<file path="config.mk">
export PLATFORM = sky130hd
export DESIGN_NAME = uart_tx_ctrl
export DESIGN_NICKNAME = d
export VERILOG_FILES = /design/src/rtl/uart_tx_ctrl.sv
export SDC_FILE = /design/constraint.sdc
export NUM_CORES = 1
export LEC_CHECK = 0
export ABC_AREA = 0
export CELL_PAD_IN_SITES_DETAIL_PLACEMENT = 0
export CELL_PAD_IN_SITES_GLOBAL_PLACEMENT = 2
export CORE_AREA = 2 2 142 144
export CTS_CLUSTER_DIAMETER = 30
export DETAILED_ROUTE_END_ITERATION = 10
export DIE_AREA = 0 0 144 146
export GPL_ROUTABILITY_DRIVEN = 0
export PLACE_DENSITY = 0.9
export SETUP_SLACK_MARGIN = 0.5
export SYNTH_ARGS = -nofsm -noshare
export SYNTH_HDL_FRONTEND = slang
export SYNTH_SLANG_ARGS = --single-unit
</file>
<file path="constraint.sdc">
create_clock -name clk -period 8.8 [get_ports clk]
set_input_delay 1.76 -clock clk [delete_from_list [all_inputs] [get_ports clk]]
set_output_delay 1.76 -clock clk [all_outputs]
set_load 0.01 [all_outputs]
</file>
<file path="src/rtl/uart_tx_ctrl.sv">
// Memory-mapped 8N1 UART transmitter: CPU bytes go into a TX FIFO and are serialized on tx_o.
// STATUS exposes FIFO level and a sticky overflow flag so firmware can poll before writing.
module uart_tx_ctrl #(
    parameter int unsigned CLK_FREQ_HZ      = 50_000_000,
    parameter int unsigned BAUD             = 115_200,
    parameter int unsigned FIFO_DEPTH       = 16,
    parameter int unsigned IO_MEM_MAP_BIT   = 22,
    parameter int unsigned UART_MEM_MAP_BIT = 4,
    parameter bit          SIM_ECHO         = 1'b0
) (
    input  logic        clk,
    input  logic        rst,
    input  logic [31:0] mem_addr_i,
    input  logic        mem_rstrb_i,
    output logic [31:0] mem_rdata_o,
    input  logic [3:0]  mem_wmask_i,
    input  logic [31:0] mem_wdata_i,
    output logic        tx_o,
    output logic        tx_idle_o
);

    localparam int unsigned DIV = CLK_FREQ_HZ / BAUD;
    localparam int unsigned AW  = $clog2(FIFO_DEPTH);
    localparam int unsigned CW  = AW + 1;
    localparam int unsigned BW  = (DIV > 1) ? $clog2(DIV) : 1;

    typedef enum logic [1:0] {StIdle, StStart, StData, StStop} state_e;

    state_e          state_q, state_d;
    logic [BW-1:0]   baud_q, baud_d;
    logic [2:0]      bit_q, bit_d;
    logic [7:0]      shift_q, shift_d;
    logic            tx_q, tx_d;
    logic [7:0]      fifo_mem [FIFO_DEPTH];
    logic [AW-1:0]   wptr_q, rptr_q;
    logic [CW-1:0]   count_q, count_d;
    logic            ovf_q, ovf_d;
    logic [31:0]     rdata_q, rdata_d;

    logic sel, is_status, push, push_ok, push_drop, ovf_clr;
    logic full, empty, pop, bit_end;
    logic [7:0]  count8;
    logic [31:0] status;
    logic        unused_bits;

    assign sel       = mem_addr_i[IO_MEM_MAP_BIT] & mem_addr_i[UART_MEM_MAP_BIT];
    assign is_status = mem_addr_i[2];
    assign push      = sel & ~is_status & mem_wmask_i[0];
    assign full      = (count_q == CW'(FIFO_DEPTH));
    assign empty     = (count_q == '0);
    // Full is judged on the registered count, so a same-cycle pop cannot rescue a push.
    assign push_ok   = push & ~full;
    assign push_drop = push & full;
    assign ovf_clr   = sel & is_status & mem_wmask_i[0] & mem_wdata_i[3];
    assign bit_end   = (baud_q == BW'(DIV - 1));

    assign count8 = 8'(count_q);
    assign status = {16'h0000, count8, 4'h0, ovf_q, (state_q != StIdle), empty, full};

    assign unused_bits = ^{mem_addr_i, mem_wdata_i[31:8], mem_wmask_i[3:1]};

    always_comb begin
        state_d = state_q;
        baud_d  = baud_q;
        bit_d   = bit_q;
        shift_d = shift_q;
        pop     = 1'b0;
        if (state_q != StIdle) begin
            baud_d = bit_end ? '0 : baud_q + BW'(1);
        end
        unique case (state_q)
            StIdle: begin
                if (!empty) begin
                    pop     = 1'b1;
                    shift_d = fifo_mem[rptr_q];
                    baud_d  = '0;
                    state_d = StStart;
                end
            end
            StStart: begin
                if (bit_end) begin
                    bit_d   = '0;
                    state_d = StData;
                end
            end
            StData: begin
                if (bit_end) begin
                    shift_d = {1'b0, shift_q[7:1]};
                    bit_d   = bit_q + 3'd1;
                    if (bit_q == 3'd7) begin
                        state_d = StStop;
                    end
                end
            end
            StStop: begin
                if (bit_end) begin
                    if (!empty) begin
                        pop     = 1'b1;
                        shift_d = fifo_mem[rptr_q];
                        state_d = StStart;
                    end else begin
                        state_d = StIdle;
                    end
                end
            end
            default: state_d = StIdle;
        endcase
    end

    // Line level is registered from the next state to keep tx_o glitch-free.
    always_comb begin
        tx_d = 1'b1;
        unique case (state_d)
            StStart: tx_d = 1'b0;
            StData:  tx_d = shift_d[0];
            default: tx_d = 1'b1;
        endcase
    end

    always_comb begin
        count_d = count_q;
        unique case ({push_ok, pop})
            2'b10:   count_d = count_q + CW'(1);
            2'b01:   count_d = count_q - CW'(1);
            default: count_d = count_q;
        endcase
        ovf_d = ovf_q;
        if (push_drop) begin
            ovf_d = 1'b1;
        end else if (ovf_clr) begin
            ovf_d = 1'b0;
        end
        rdata_d = rdata_q;
        if (sel && mem_rstrb_i) begin
            rdata_d = is_status ? status : 32'h0;
        end
    end

    always_ff @(posedge clk) begin
        if (rst) begin
            state_q <= StIdle;
            baud_q  <= '0;
            bit_q   <= '0;
            shift_q <= '0;
            tx_q    <= 1'b1;
            wptr_q  <= '0;
            rptr_q  <= '0;
            count_q <= '0;
            ovf_q   <= 1'b0;
            rdata_q <= '0;
        end else begin
            state_q <= state_d;
            baud_q  <= baud_d;
            bit_q   <= bit_d;
            shift_q <= shift_d;
            tx_q    <= tx_d;
            count_q <= count_d;
            ovf_q   <= ovf_d;
            rdata_q <= rdata_d;
            if (push_ok) begin
                wptr_q <= wptr_q + AW'(1);
            end
            if (pop) begin
                rptr_q <= rptr_q + AW'(1);
            end
        end
    end

    always_ff @(posedge clk) begin
        if (push_ok) begin
            fifo_mem[wptr_q] <= mem_wdata_i[7:0];
        end
    end

    if (SIM_ECHO) begin : g_echo
        always_ff @(posedge clk) begin
            if (!rst && push_ok) begin
                $display("[%0t ps][UART]: %c", $time, mem_wdata_i[7:0]);
            end
        end
    end

    assign mem_rdata_o = rdata_q;
    assign tx_o        = tx_q;
    assign tx_idle_o   = empty && (state_q == StIdle);

endmodule

</file>
==> impl_metrics.yaml, run 1 <==
detailed_routing:
  antenna_left: 0
  vias: 4573
  wl_per_cell_um: 17.5
  vias_per_cell: 5.27
  wl_met3_um: 554
  firstDrtPassIters: 5
  route.met2.wl_um: 7740
  wl_met1_um: 6680
  drc: 0
  wirelength_um: 15200
  highest_layer: "met4"
  drt-initial-drc-count: 319
grt:
  grt_max_degree: 45
  grtUsageTotal: 0.153
  first_global_vias: 4542
  antenna_found_initial: 0
  grt_pass1_wl_um: 24500
  grt_remaining_overflow: 0
hold_path:
  hold_path.class: "flop to flop"
  min_from: "mem_rdata_o[11]"
  worstHoldPathCells: 2
  whs_endpoint: "mem_rdata_o[11]"
yosys:
  synthTopCellsByArea: "edfxtp_1 49%, dfxtp_1 13%, mux4_2 9.1%"
  yosysUniqueCellTypes: 68
  syn-instance-count: 567
  yosysTopAreaCell: "edfxtp_1"
  muxShareOfSynthArea: 0.123
  synthXorXnorAreaFrac: 0.00889
  avgSynthCellArea_um2: 13.9
  synth-compound-area-share: 0.0745
  ys_ff_latch: 178
  synth_top_family_by_area: "multiplexers"
  syn-cell-area_um2: 7880
  yosys_most_used_dff: "edfxtp_1"
  netlist.area_leader.share: 0.488
  yosysWarnings: 0
  yosysSeqAreaShare: 0.615
  synth_edf_count: 128
  synthAdderAreaFrac: 0.0254
  synth_async_sr_flop_share: 0
  synth-simple-area-share: 0.0981
timing:
  period_needed_ns: 4.75
  finalHoldViolations: 0
  skew_ns: 0.0120
  setup_viol: 0
  setup_ws_ns: 4.05
  tightest_slew_ns: 1.19
  max_freq_mhz: 211
  setup_tns_ns: 0
  slew_headroom: 0.201
  period_share: 0.540
  slew_viol_final: 0
  fin_hold_ws_ns: 0.457
  grt_setup_unrepaired: "false"
critical_path:
  critPathMaxFanout: 11
  r2r_end: "count_q[4]"
  reg2reg_depth: 13
  critPathKind: "primary input to flop"
  worstPathArrival_ns: 5.07
  r2r_start: "state_q[1]"
  cp-start-kind: "primary input"
  r2r_slack_ns: 5.46
  cp-end-kind: "flop"
  crit_required_ns: 9.12
power_and_ir_drop:
  irDropWorstVdd_uv: 134
  power.density_nw_per_um2: 266
  clock_power_share: 0.318
  seqPwrFrac: 0.416
  power.switching_mw: 0.758
  p_comb_frac: 0.266
  netSwitchingFraction: 0.322
  p_int_mw: 1.60
  p_leak_nw: 2.87
finish:
  layout_commonest_cell: "edfxtp_1"
  area_growth_pct: 12.2
  n_antenna_cell: 0
  layout-drive-gt1-share: 0.154
  fin_nets: 676
  final_cell_mix: "128 x edfxtp_1, 58 x nor2_1, 49 x dfxtp_1"
  postLayoutCellArea_um2: 8840
clock_tree:
  clk_latency_ns: 0.43
  max-clock-path-buffers: 2
  cts_max_level: 4
  cts_tree: "built"
  cts.sinks: 178
  postCtsSetupRepairBufs: 0
  root_buffer: "clkbuf_16"
  clk_pin_slew_worst_paths_ns: 0.07
  cts_buffers: 17
  cts_resized: 0
  ctsHoldBuffers: 0
placement:
  place_hpwl_um: 10100
  placed_area_um2: 8240
  preCtsSetupSlack_ns: 3.66
  port_buffers: 25
floorplanning:
  core_area_um2: 19300
  row_count: 51
  die_y_um: 146
  die_area_um2: 21000
  die_w_um: 144
  io_pins: 105
  initial_core_util: 0.408
status:
  status: "finished, final reports clean"
job:
  max_cap_violations: 0
-- sequential cells by signal, indices dropped and copies added (netlist names), named ones only --
name / count
fifo_mem: 128
baud_q: 9
mem_rdata_o: 9
shift_q: 8
count_q: 5
rptr_q: 4
wptr_q: 4
bit_q: 3
state_q: 2
ovf_q: 1
tx_o: 1
-- power groups by stage --
| stage | clock network [mW] | logic (mW) | registers (mW) |
|---|---|---|---|
| 6_report | 0.749 | 0.626 | 0.979 |
| 3_5_place_dp | 0 | 0.628 | 0.998 |
| 5_1_grt | 0.793 | 0.698 | 0.985 |
| 4_1_cts | 0.764 | 0.632 | 0.979 |
| 3_3_place_gp | 0 | 0.615 | 0.995 |
| 2_1_floorplan | 0 | 0.539 | 0.976 |
-- layer usage --
layer | vias up | track usage
met4 | 0 | 0.0480
met1 | 2316 | 0.200
met3 | 17 | 0.0339
li1 | 2143 | -
met5 | - | 0
met2 | 97 | 0.254
-- cell type report --
class	instances	area, um^2
clock inverters	15	179
repair buffers	33	310
multi-input cells	341	2680
clock buffers	17	425
fillers	1658	10500
inverters	18	67.6
well taps	265	332
flip-flops and latches	178	4850
-- critical path, cell delays in order --
cell             delay, ns
clkdlybuf4s50_1       0.59
nand4b_1              0.40
a21oi_2               0.48
inv_2                 0.13
ha_1                  0.34
xor2_1                0.18
ha_1                  0.31
nand2_1               0.08
mux2i_1               0.14
a32oi_1               0.07
o221ai_1              0.23
mux2_2                0.36
-- kinds of logic after synthesis --
kind of cell / after synthesis
flip-flops: 178
AND/OR/NAND/NOR: 151
AO/OA/AOI/OAI: 87
buffers and inverters: 70
multiplexers: 56
adder cells (fa/ha/maj): 16
XOR/XNOR: 8
other: 1
-- worst max-delay path by stage --
| stage | slack (ns) | from | depth (start not counted) | endpoint |
|---|---|---|---|---|
| 5_1_grt | 3.81 | mem_addr_i[2] | 12 | count_q[4] |
| 3_3_place_gp | 3.72 | mem_addr_i[2] | 12 | count_q[4] |
| 3_5_place_dp | 3.66 | mem_addr_i[2] | 12 | count_q[4] |
| 2_1_floorplan | 4.70 | mem_addr_i[2] | 11 | count_q[2] |
| 6_report | 4.05 | mem_addr_i[2] | 12 | count_q[4] |
| 4_1_cts | 4.09 | mem_addr_i[2] | 12 | count_q[4] |
-- cells in the mapped netlist (4+ instances only) --
cell type,number
edfxtp_1,128
nor2_1,58
dfxtp_1,50
mux4_2,32
a21oi_1,27
buf_4,27
nand2_1,22
mux2i_1,20
inv_1,17
nand3_1,17
o21ai_0,17
ha_1,16
clkbuf_1,10
and2_1,8
and3_1,8
nor3_1,8
o221ai_1,8
a2111oi_0,6
buf_1,5
buf_6,5
a31oi_1,4
nand2b_1,4
xnor2_1,4
xor2_1,4
-- through the flow --
| step | utilization | cells | power [mW] |
|---|---|---|---|
| final | 0.457 | 867 | 2.35 |
| after global routing | 0.457 | 867 | 2.48 |
| after CTS | 0.457 | 867 | 2.37 |
| after detailed placement | 0.426 | 835 | 1.63 |
| after global placement | 0.426 | 835 | 1.61 |
| after floorplan | - | 589 | 1.52 |
Power figures use the tool's default switching activity.
==> run 2: changes to the inputs <==
- CORE_AREA: 2 2 142 144 -> 2 2 154 156
- DIE_AREA: 0 0 144 146 -> 0 0 156 158
- PLACE_DENSITY: 0.9 -> 0.82
- clock period: 8.8 -> 3.9 ns (I/O delays scaled with it)
==> run 2 against run 1 <==
  * Die area up 17%
  * Setup slack worse by 3.4 ns
  * Routed wire length up 6.5%
  * Clock power up 130%
  * Non-clock buffer count up 18
  * Count of clock-buffer cells in the layout unchanged
  * First-iteration DRC count up 1.3%
  * Clock skew up 0.0024 ns
  * Largest power group unchanged
==> impl_metrics.yaml, run 2 (synthesis results as in run 1) <==
finish:
  final_cell_mix: "128 x edfxtp_1, 58 x nor2_1, 49 x dfxtp_1"
  largest_reg_flops: 128
  layout_commonest_cell: "edfxtp_1"
  seq_area_um2: 4850
  area_growth_pct: 14.4
  largest_register: "fifo_mem"
  fin_nets: 694
  final_cells: 910
  layout-drive-gt1-share: 0.184
  multiInputGateArea_um2: 2690
  n_antenna_cell: 0
  n_fill_cell: 2095
placement:
  place_hpwl_um: 11000
  port_buffers: 25
  dp_cells: 878
timing:
  setup_tns_ns: 0
  max_freq_mhz: 308
  period_share: 0.834
  tightest_slew_ns: 1.07
  skew_ns: 0.0144
  grt_setup_unrepaired: "true"
  finalHoldViolations: 0
  period_needed_ns: 3.25
  slew_headroom: 0.283
  setup_viol: 0
  slew_viol_final: 0
critical_path:
  critPathKind: "flop to flop"
  cp-endpoint: "count_q[4]"
  worst-path-buf-inv: 2
  cp_slowest_cell: "dfxtp_1"
  crit_start: "state_q[1]"
  cp-end-kind: "flop"
  crit_cells: 13
  critPathMaxFanout: 8
  r2r_start: "state_q[1]"
  cp_top_family: "adder cells"
  crit_required_ns: 4.22
  r2r_end: "count_q[4]"
  r2r_slack_ns: 0.65
  cp_slowest_stage_delay_ns: 0.46
  reg2reg_depth: 13
  worstPathArrival_ns: 3.57
  cp_cell_sequence: "inv_1 -> ha_1 -> a21o_2 -> nand2b_2 -> inv_1 -> ha_2 -> xor2_1 -> ha_2 -> nand2_1 -> mux2i_1 -> a32oi_1 -> o221ai_1 -> mux2_2"
  cp-start-kind: "flop"
hold_path:
  hold_path.class: "flop to flop"
floorplanning:
  row_count: 56
  io_pins: 105
  die_y_um: 158
  die_area_um2: 24600
  die_w_um: 156
  initial_core_util: 0.342
  core_area_um2: 23100
detailed_routing:
  antenna_left: 0
  wl_per_cell_um: 17.8
  vias: 4674
  drt-initial-drc-count: 323
  firstDrtPassIters: 5
  vias_per_cell: 5.14
  drc: 0
  wirelength_um: 16200
power_and_ir_drop:
  p_leak_nw: 2.97
  power.density_nw_per_um2: 599
  irDropWorstVdd_uv: 289
status:
  status: "finished, final reports clean"
clock_tree:
  max-clock-path-buffers: 2
  clk_latency_ns: 0.43
  root_buffer: "clkbuf_16"
  cts_buffers: 17
  cts_tree: "built"
  cts.sinks: 178
  clk_pin_slew_worst_paths_ns: 0.08
  cts_max_level: 4
grt:
  grtUsageTotal: 0.137
  antenna_found_initial: 0
  grt_remaining_overflow: 0
  first_global_vias: 4523
  grt_pass1_wl_um: 25300
  grt_max_degree: 27
job:
  max_cap_violations: 0
==> run 2: cell count changes in the layout (fill, tap and decap cells not counted), sizes merged <==
cell / before / now
buf: 8 / 26
clkinv: 9 / 6
inv: 24 / 27
==> run 2: area by class of cell <==
| cell class | instances | area share |
|---|---|---|
| Inverter | 18 | 0.00749 |
| Tap cell | 290 | 0.0402 |
| Multi-Input combinational cell | 341 | 0.299 |
| Sequential cell | 178 | 0.538 |
| Clock buffer | 17 | 0.0472 |
| Clock inverter | 15 | 0.0194 |
| Timing Repair Buffer | 51 | 0.0494 |
==> run 2: tightest hold or removal path, delay by kind of cell (launching register included) <==
family / cells / cell delay, ns
simple gates: 1 / 0.05
compound gates: 1 / 0.05
flops: 1 / 0.31
==> run 2: through the flow <==
step	util	power, mW	setup slack [ns]	hold WS (ns)	cell area, um^2
2_1_floorplan	-	3.42	0.780	0.430	7960
3_3_place_gp	0.365	3.69	0.266	0.445	8400
3_5_place_dp	0.365	3.72	0.251	0.446	8400
4_1_cts	0.391	5.42	0.521	0.457	9000
5_1_grt	0.391	5.68	0.475	0.470	9010
6_report	0.391	5.40	0.649	0.454	9010
==> run 2: power breakdown <==
| part | total, mW | internal, mW | switching (mW) | leakage (nW) |
|---|---|---|---|---|
| logic | 1.42 | 0.661 | 0.761 | 1.12 |
| registers | 2.27 | 2.11 | 0.162 | 1.56 |
| clock network | 1.71 | 0.871 | 0.835 | 0.295 |
==> run 2: worst min path at each step <==
stage                                from               to  slack, ns  depth (start not counted)
after floorplan                shift_q[7]       shift_q[7]       0.43                          2
after detailed placement  mem_rdata_o[10]  mem_rdata_o[10]       0.45                          2
after CTS                 mem_rdata_o[10]  mem_rdata_o[10]       0.46                          2
final                     mem_rdata_o[10]  mem_rdata_o[10]       0.45                          2
after global routing      mem_rdata_o[10]  mem_rdata_o[10]       0.47                          2
after global placement         shift_q[7]       shift_q[7]       0.44                          2
==> run 2: per-layer routing <==
layer	global-route usage	share of wire	wire length, um
met1	0.174	0.44	7060
met2	0.237	0.51	8290
met3	0.0282	0.042	675
met4	0.0406	0.0085	138
met5	0	0	0
==> run 2: timing repair <==
item / 4_1_cts / 5_1_grt
hold buffers: 0 / 0
setup buffers: 0 / 0
gates resized for setup: 0 / 3
endpoints found under the setup margin: 0 / 3
